<file path="src/rtl/imem_arb_if.sv">
// imem_arb_if: fetch request/response types and the arbiter's port bundle.
// The arbiter connects through the slave modport; requesters and memory drive the master side.
package core;
   typedef struct packed {
      logic [31:0] addr;
      logic        en;
   } inst_fetch_req_t;
   typedef struct packed {
      logic [31:0] data;
      logic        done;
   } inst_fetch_rsp_t;
endpackage

interface imem_arb_if;
   core::inst_fetch_req_t req0, req1, mem_req;
   core::inst_fetch_rsp_t rsp0, rsp1, mem_rsp;
   logic                  err0, err1;
   logic [1:0]            gnt;
   modport master (output req0, req1, mem_rsp, input rsp0, rsp1, err0, err1, mem_req, gnt);
   modport slave (input req0, req1, mem_rsp, output rsp0, rsp1, err0, err1, mem_req, gnt);
endinterface

</file>
<file path="src/rtl/imem_arb.sv">
// imem_arb: round-robin arbiter sharing one instruction memory between two fetch paths,
// with stale-response filtering, zero-bubble handoff and an optional timeout abort.
module imem_arb #(
   parameter int TIMEOUT_CYCLES = 64,
   parameter bit TIMEOUT_EN     = 1'b1
) (
   input logic       clk,
   input logic       rst,
   imem_arb_if.slave bus
);
   localparam int W = $clog2(TIMEOUT_CYCLES + 1);
   typedef enum logic [1:0] {IDLE, BUSY0, BUSY1} state_t;
   state_t      state, state_n;
   logic        last_gnt, last_n;
   logic [31:0] addr_q, addr_n;
   logic [W-1:0] wait_cnt, cnt_n;
   logic        busy, x, done, fresh, tmo, fwd, fwd_done, c0, c1, win, go;
   assign busy = state != IDLE;
   assign x    = state == BUSY1;
   assign done = bus.mem_rsp.done;
   assign fresh = x ? bus.req1.en && bus.req1.addr == addr_q
                    : bus.req0.en && bus.req0.addr == addr_q;
   assign tmo = TIMEOUT_EN && busy && wait_cnt == W'(TIMEOUT_CYCLES - 1) && !done;
   assign fwd      = busy && fresh && (done || tmo);
   assign fwd_done = busy && fresh && done;
   // a requester whose response was just forwarded sits out the handoff arbitration
   assign c0  = bus.req0.en && !(fwd_done && !x);
   assign c1  = bus.req1.en && !(fwd_done && x);
   assign win = c0 && c1 ? !last_gnt : c1;
   assign go  = (!busy || done) && (c0 || c1);
   always_comb begin
      state_n = go ? (win ? BUSY1 : BUSY0) : (!busy || done || tmo) ? IDLE : state;
      addr_n  = go ? (win ? bus.req1.addr : bus.req0.addr) : addr_q;
      last_n  = go ? win : last_gnt;
      cnt_n   = go ? '0 : (busy && wait_cnt != '1) ? wait_cnt + 1'b1 : wait_cnt;
   end
   always_ff @(posedge clk)
      if (!rst) begin
         state    <= IDLE;
         last_gnt <= 1'b1;
         addr_q   <= '0;
         wait_cnt <= '0;
      end else begin
         state    <= state_n;
         last_gnt <= last_n;
         addr_q   <= addr_n;
         wait_cnt <= cnt_n;
      end
   assign bus.gnt     = rst ? {x, state == BUSY0} : 2'b00;
   assign bus.mem_req = '{addr: rst ? addr_q : '0, en: rst && busy};
   assign bus.rsp0    = '{data: rst && fwd_done && !x ? bus.mem_rsp.data : '0, done: rst && fwd && !x};
   assign bus.rsp1    = '{data: rst && fwd_done && x ? bus.mem_rsp.data : '0, done: rst && fwd && x};
   assign bus.err0    = rst && fwd && tmo && !x;
   assign bus.err1    = rst && fwd && tmo && x;
endmodule

</file>
<file path="src/flat_wrapper.sv">
// flat-port wrapper written by rule: the top's interface ports become plain ports
module imem_arb_flat 
#(
   parameter int TIMEOUT_CYCLES = 64,
   parameter bit TIMEOUT_EN     = 1'b1
)
  (clk, rst, bus_req0, bus_req1, bus_mem_rsp, bus_rsp0, bus_rsp1, bus_err0, bus_err1, bus_mem_req, bus_gnt);
  imem_arb_if bus_i ();
  input logic clk;
  input logic rst;
  input wire logic [$bits(bus_i.req0)-1:0] bus_req0;
  input wire logic [$bits(bus_i.req1)-1:0] bus_req1;
  input wire logic [$bits(bus_i.mem_rsp)-1:0] bus_mem_rsp;
  output wire logic [$bits(bus_i.rsp0)-1:0] bus_rsp0;
  output wire logic [$bits(bus_i.rsp1)-1:0] bus_rsp1;
  output wire logic [$bits(bus_i.err0)-1:0] bus_err0;
  output wire logic [$bits(bus_i.err1)-1:0] bus_err1;
  output wire logic [$bits(bus_i.mem_req)-1:0] bus_mem_req;
  output wire logic [$bits(bus_i.gnt)-1:0] bus_gnt;
  assign bus_i.req0 = bus_req0;
  assign bus_i.req1 = bus_req1;
  assign bus_i.mem_rsp = bus_mem_rsp;
  assign bus_rsp0 = bus_i.rsp0;
  assign bus_rsp1 = bus_i.rsp1;
  assign bus_err0 = bus_i.err0;
  assign bus_err1 = bus_i.err1;
  assign bus_mem_req = bus_i.mem_req;
  assign bus_gnt = bus_i.gnt;
  imem_arb #(.TIMEOUT_CYCLES(TIMEOUT_CYCLES), .TIMEOUT_EN(TIMEOUT_EN)) u_core (.clk(clk), .rst(rst), .bus(bus_i));
endmodule
</file>
<file path="config.mk">
export PLATFORM = sky130hd
export DESIGN_NAME = imem_arb_flat
export DESIGN_NICKNAME = d
export VERILOG_FILES = /design/src/rtl/imem_arb_if.sv /design/src/rtl/imem_arb.sv /design/src/flat_wrapper.sv
export SDC_FILE = /design/constraint.sdc
export NUM_CORES = 1
export LEC_CHECK = 0
export ABC_AREA = 1
export CAP_MARGIN = 30
export CORE_ASPECT_RATIO = 1.5
export CORE_MARGIN = 1
export CORE_UTILIZATION = 41
export CTS_BUF_LIST = sky130_fd_sc_hd__clkbuf_4 sky130_fd_sc_hd__clkbuf_8 sky130_fd_sc_hd__clkbuf_16
export DETAILED_ROUTE_END_ITERATION = 8
export PLACE_DENSITY_LB_ADDON = 0.1
export SLEW_MARGIN = 30
export SYNTH_ARGS = -nofsm -noshare
export SYNTH_HDL_FRONTEND = slang
export SYNTH_SLANG_ARGS = --single-unit
</file>
<file path="constraint.sdc">
create_clock -name clk -period 2 [get_ports clk]
set_clock_uncertainty 0.05 [all_clocks]
set_input_delay 0.2 -clock clk [delete_from_list [all_inputs] [get_ports clk]]
set_output_delay 0.2 -clock clk [all_outputs]
set_load 0.03 [all_outputs]
</file>
# After elaboration in Yosys (flattened, before gate mapping)
# Index checks and enable logic that the tools add are counted.
[word_totals]
register_bits = 42
in_bits = 101
output_inout_bits = 103
[op_classes]
mux = 10
n_bitwise = 1
n_eq_ne = 6
add_sub_neg = 1
n_reduce_logical = 37
[op_table]
columns = ["op", "n"]
rows = [
  ["$mux W32", 4],
  ["$eq A32 B32 Y1", 2],
  ["$logic_and A1 B1 Y1", 24],
  ["$mux W2", 4],
  ["$add A7 B1 Y7 const B", 1],
  ["$eq A7 B6 Y1 const B", 1],
  ["$ne A7 B7 Y1 const B", 1],
  ["$logic_not A1 Y1", 6],
  ["$logic_or A1 B1 Y1", 4],
  ["$reduce_bool A2 Y1", 2],
  ["$eq A2 B1 Y1 const B", 1],
  ["$eq A2 B2 Y1 const B", 1],
  ["$mux W1", 2],
  ["$reduce_or A2 Y1", 1],
  ["$not A1 Y1", 1],
]

# Depth between registers and ports, before layout
[logic_depth]
word_depth = 12
depth_mapped = 17
ltp_nobuf = 16

# Worst setup path before layout
# No wires, ideal clock.
[synth_path]
path_type = "reg-to-output"
startpoint = "reg u_core.addr_q[18]"
endpoint = "out bus_rsp1[10]"
required_time_ns = 1.750
slack_ns = -0.201
path_stages_with_launch = 12
t_arrival_ns = 1.951
path_buffers = 1
cell_sequence = "dfxtp_1 > inv_1 > nand2_1 > nand2_1 > nor2_1 > nand4_1 > nor4_1 > nand3_1 > o21ai_0 > nand3_1 > buf_2 > nor2_1"
[synth_via]
elab_chain_cells = 8
elab_cells_between_ends = 10
[synth_rtl]
columns = ["element", "line_no", "rtl"]
rows = [
  ["start, declared", "imem_arb.sv:15", "logic [31:0] addr_q, addr_n;"],
  ["start signal, assigned", "imem_arb.sv:46", "addr_q <= addr_n;"],
  ["$eq A32 B32 Y1 (on tied branches)", "imem_arb.sv:22, imem_arb.sv:21", ""],
  ["$logic_and A1 B1 Y1 (on tied branches)", "imem_arb.sv:22, imem_arb.sv:21", ""],
  ["$mux W1 (*)", "imem_arb.sv:21", "assign fresh = x ? bus.req1.en && bus.req1.addr == addr_q"],
  ["$logic_and A1 B1 Y1 (*) (2 in a row)", "imem_arb.sv:25", "assign fwd_done = busy && fresh && done;"],
  ["$logic_and A1 B1 Y1 (*) (2 in a row)", "imem_arb.sv:52", "assign bus.rsp1 = '{data: rst && fwd_done && x ? bus.mem_rsp.data : '0, done: rst && fwd && x};"],
  ["$mux W32 (*)", "imem_arb.sv:52", ""],
  ["end, declared", "flat_wrapper.sv:15", "output wire logic [$bits(bus_i.rsp1)-1:0] bus_rsp1;"],
]
# Every way passes the cells marked *; elsewhere a longest branch is shown, timed or not.

# Worst setup path in the final report
[layout_path]
startpoint = "reg u_core.addr_q[27]"
endpoint = "out bus_rsp1[21]"
# Same word-level chain as after synthesis.

==> run metrics <==
status=complete, but fails checks; failing checks=negative setup slack; GR Overflow Total=0; CTS tree=yes; fraction of layout instances using a drive strength above 1=0.324; clk sinks=42; Root Buffer=clkbuf_16; R2R Path End=u_core.addr_q[31]; number of synthesized flops with an enable pin=0; Routed WL per cell=between 15 and 20 µm; final WL=19.1 mm; via count=between 6,000 and 7,000; hpwl dp=12.8 mm; crit path time final=2530 ps; Non-Filler Instances=1,221; setup TNS=-46,560 ps; Clock Path Buffers=2; final max-slew violation count=0; total track usage=0.335; post-synthesis sequential area ratio=0.206; DRT Pass-1 Iters=6; Vias/cell=5.11; HP Class=in -> reg; Hold Crit Start=bus_req1[19]; first-pass GRT wire length=27.4 mm; Synth top area share=0.282; area of the die=0.0103 mm²; Antenna Nets Post-Route=0; critical path data arrival time=2280 ps; Fmax=0.395 GHz; reg2reg start=u_core.addr_q[1]; antenna violations before repair=0; Worst setup SP type=flip-flop; MaxCap Viol Count=0; commonest non-fill, non-tap cell in the layout=nand2_1; Netlist cell types=31; num rows=44; number of synthesized register bits=42; CTS H-tree depth=2; most frequent cells in the layout=nand2_1, buf_4, inv_1; cts-stage hold buffer count=0; post-placement cell count=1,194; DRC=0; Reg2Reg Setup Slack=-510 ps; Slew @ Worst Pin=about 440 ps; nets@finish=between 1,000 and 1,500; Placed Area=roughly 0.0069 mm²; fin crit share=1.27; WHS=280 ps; P per Cell Area=457 mW/mm²; Setup CP Type=reg -> out; syn_area_per_cell=5.07 µm²; Die Y=between 100 and 150 µm; RSZ-0062 raised after global routing=true; Setup crit end kind=primary output; final worst slack=-533 ps; endpoints failing setup=110; cts bufs inserted=5; top_reg_cell synth=dfxtp_1; Area growth, synth to finish=93.9%; critical path peak fanout=7; Netlist Area Pre-Place=0.00407 mm²; largest net degree at the start of global routing=39; CP Data Required Time=1750 ps; number of global-route vias before repair=5,731; clock-pin slew on the worst setup and hold paths=around 70 ps; First DRT Iteration DRCs=roughly 410; VDD IR max=roughly 0.0006 V; GPL Wtd Cong=1.02; top-level port count=204; core box area=0.00969 mm²; post-synthesis cell count=roughly 800; depth of the worst hold-timing path=5; Clk Latency, worst-skew pair=290 ps; Die Width=about 83 µm; Synth async-reset ratio=0; Final Cell Area=~0.0079 mm²; top post-synthesis cells by area=nand2_1, dfxtp_1, inv_1; syn_nets=roughly 910; Initial Util=0.420; post-layout util=0.815; I/O Buffers=203; Hold Path End=u_core.addr_q[18]; Yosys warnings=0; Final Hold Viols=0; Pleak=~4.4 nW; Slew headroom=0.706; Worst R2R Path Depth=18; number of antenna diodes=0; Synth area leader=nand2_1
==> power by group <==
part	internal (mW)	leakage, nW	switching, mW
Clock	0.751	0.0971	0.374
Combinational	0.706	3.90	0.799
Sequential	0.909	0.352	0.0673
==> metrics by stage <==
step	setup slack [ps]	total power, mW
6_report	-533	3.61
5_1_grt	-653	3.76
4_1_cts	-478	3.49
2_1_floorplan	-92.1	1.60
3_3_place_gp	-705	2.25
3_5_place_dp	-737	2.26
==> critical path, cell delays in order, from the launching register on <==
cell and delay [ps]:
dfxtp_2 340, inv_1 60, nand2_1 110, o21ai_0 120, inv_1 60, nand4_1 100
nor4_2 290, nand3_2 140, o21ai_4 100, nand3_4 190, clkbuf_16 250, nor2_4 90
buf_6 130
==> routing by layer <==
| layer | routed length (µm) | vias to the layer above | GRT usage |
|---|---|---|---|
| li1 | - | 2991 | - |
| met1 | 6780 | 2823 | 0.353 |
| met2 | 10000 | 346 | 0.641 |
| met3 | 1390 | 82 | 0.0583 |
| met4 | 946 | 0 | 0.165 |
| met5 | 0 | - | 0 |
==> state kept, by name, summed over array words and instances (netlist names) <==
register,cells
u_core.addr_q,32
u_core.last_gnt,1
u_core.wait_cnt,7
u_core.state,2
==> how the worst max path moves through the flow <==
stage / cells after the start / endpoint / from / slack (ps)
finish: 12 / bus_rsp1[21] / u_core.addr_q[27] / -530
CTS: 12 / bus_rsp1[4] / u_core.addr_q[8] / -480
detailed placement: 13 / bus_rsp1[32] / bus_req0[19] / -740
floorplan: 11 / bus_rsp0[10] / u_core.addr_q[18] / -90
global route: 12 / bus_rsp1[4] / u_core.addr_q[27] / -650
global placement: 13 / bus_rsp1[32] / bus_req0[19] / -700
==> layout make-up <==
| class | instances | area, µm² |
|---|---|---|
| clock inverter | 2 | 60.1 |
| fill | 698 | 1790 |
| multi-input combinational | 576 | 2980 |
| tap | 115 | 144 |
| clock buffer | 6 | 139 |
| timing repair buffer | 322 | 3100 |
| inverter | 158 | 606 |
| sequential | 42 | 866 |
==> what timing repair did <==
action / in CTS / in global routing
gates cloned: 6 / 3
endpoints found under the hold margin: 0 / 0
pin swaps: 16 / 12
buffers inserted: 5 / 7
gates resized for setup: 118 / 64
setup endpoints to repair: 110 / 110
==> cells in the mapped netlist (2+ instances only) <==
cell type and n:
inv_2 5, o21ai_1 6, xor2_1 5, buf_6 5, dfxtp_1 42, nand3_1 54
buf_1 3, nor4_1 4, nand2_4 2, nor3b_1 2, nor2_2 2, buf_2 8
xnor2_1 11, nor3_1 3, inv_1 152, nand4_1 11, buf_4 4, o21ai_0 19
a21oi_1 20, or2_2 2, nand2_1 306, nor2_1 122, clkbuf_1 8
==> kinds of logic after synthesis <==
logic type                 synth area share
DFF                                   0.206
and+or+nand+nor                       0.508
AOI/OAI and AO/OA                    0.0614
xor gates and xnor gates             0.0344
adders and majority gates           0.00307
buffers and inverters                 0.187
(Power assumes the default switching activity.)
==> variant (same flow settings) <==
`TIMEOUT_CYCLES` is set to 64 in 2 places; all go to 128.
--- a/src/rtl/imem_arb.sv
+++ b/src/rtl/imem_arb.sv
@@ -1,7 +1,7 @@
 // imem_arb: round-robin arbiter sharing one instruction memory between two fetch paths,
 // with stale-response filtering, zero-bubble handoff and an optional timeout abort.
 module imem_arb #(
-   parameter int TIMEOUT_CYCLES = 64,
+   parameter int TIMEOUT_CYCLES = 128,
    parameter bit TIMEOUT_EN     = 1'b1
 ) (
    input logic       clk,
--- a/src/flat_wrapper.sv
+++ b/src/flat_wrapper.sv
@@ -1,7 +1,7 @@
 // flat-port wrapper written by rule: the top's interface ports become plain ports
 module imem_arb_flat 
 #(
-   parameter int TIMEOUT_CYCLES = 64,
+   parameter int TIMEOUT_CYCLES = 128,
    parameter bit TIMEOUT_EN     = 1'b1
 )
   (clk, rst, bus_req0, bus_req1, bus_mem_rsp, bus_rsp0, bus_rsp1, bus_err0, bus_err1, bus_mem_req, bus_gnt);
Check against the original RTL: same outputs for any inputs over 10 cycles, from zero or initial values and one cycle with rst low; that may be too few to reach the edited logic, so the function may still have changed.
==> variant against the unedited design <==
The run ends with design-rule violations, negative setup slack left. Critical endpoint is now bus_rsp1[32]. Final area increased by 10%. Synthesized cell count rose by 1.1%. Total power grew 3.5%. Worst setup slack worse by 0.40 ns. Non-clock buffer count up 12. Synthesized area is 1.6% higher. Cell count up 1.6%. Sequential cell count is 1 higher. Global-route usage increased by 6.9 points. Wire length rose by 38%.
==> variant: results (changes against the unedited design) <==
[synth]
synth_common_cells=nand2_1 (311), inv_1 (140), nor2_1 (119)
synthAdderAreaFrac_pct=0.302  ; -0.0048 points
synth_xor_area_share_pct=3.81  ; +0.37 points

[power_and_ir_drop]
vdd_drop_max_v=0.000412  ; -33%
p_leak_nw=4.43  ; +1.8%
p_sw_w=0.00148  ; +20%

[status]
violations=design-rule violations, negative setup slack
status=complete, but fails checks

[global_route]
grtUsageTotal_pct=40.4  ; +6.9 points
grt.met3_usage_pct=7.33  ; +1.5 points
grt_pass1_vias=6615  ; +15%
grt_pass1_wl_um=33200  ; +21%
grt.met1_usage_pct=38.5  ; +3.1 points

[critical_path]
ff2ff_path_depth=13  ; -5
r2r-start=u_core.addr_q[18]
reg2reg_to=u_core.addr_q[25]
arrival_ns=2.68  ; +0.40 ns

[finish]
inverters=151  ; -4.4%
nonClkBufAreaFrac_pct=40.2  ; +0.94 points

[place]
dp_cells=1200  ; +0.50%
gp_congestion=0.986  ; -2.9%

[sta]
setup_viol=111  ; +0.91%
fin_ws_ns=-0.928  ; -0.396 ns
whs_ns=0.294  ; +0.0141 ns
relSlewSlack_pct=59.9  ; -11 points

[drt]
wl_met3_um=3140  ; +130%
drc_errors=44  ; +44
wl_met1_um=7710  ; +14%
wl_met2_um=12400  ; +24%

## variant: cell count changes after synthesis, sizes merged, moves of 5 or more
| cell | change |
|---|---|
| clkbuf | +5 |
| or2 | +5 |
| nand3 | -6 |
| o21ai | -14 |
| a21oi | +19 |
| inv | -7 |
## variant: cell families (layout without fill, tap and decap cells)
family / after synthesis / count (layout)
buffers and inverters: 180 / 493
AO/OA/AOI/OAI: 52 / 52
flip-flops: 43 / 43
AND/OR/NAND/NOR: 519 / 519
adder cells (fa/ha/maj): 1 / 1
XOR/XNOR: 18 / 18
## variant: repair_timing
| item | 4_1_cts | 5_1_grt |
|---|---|---|
| gates cloned | 13 | 1 |
| gates resized for setup | 174 | 68 |
| hold buffers | 0 | 0 |
| endpoints found under the setup margin | 111 | 111 |
| setup buffers | 17 | 8 |
| pin swaps | 52 | 23 |
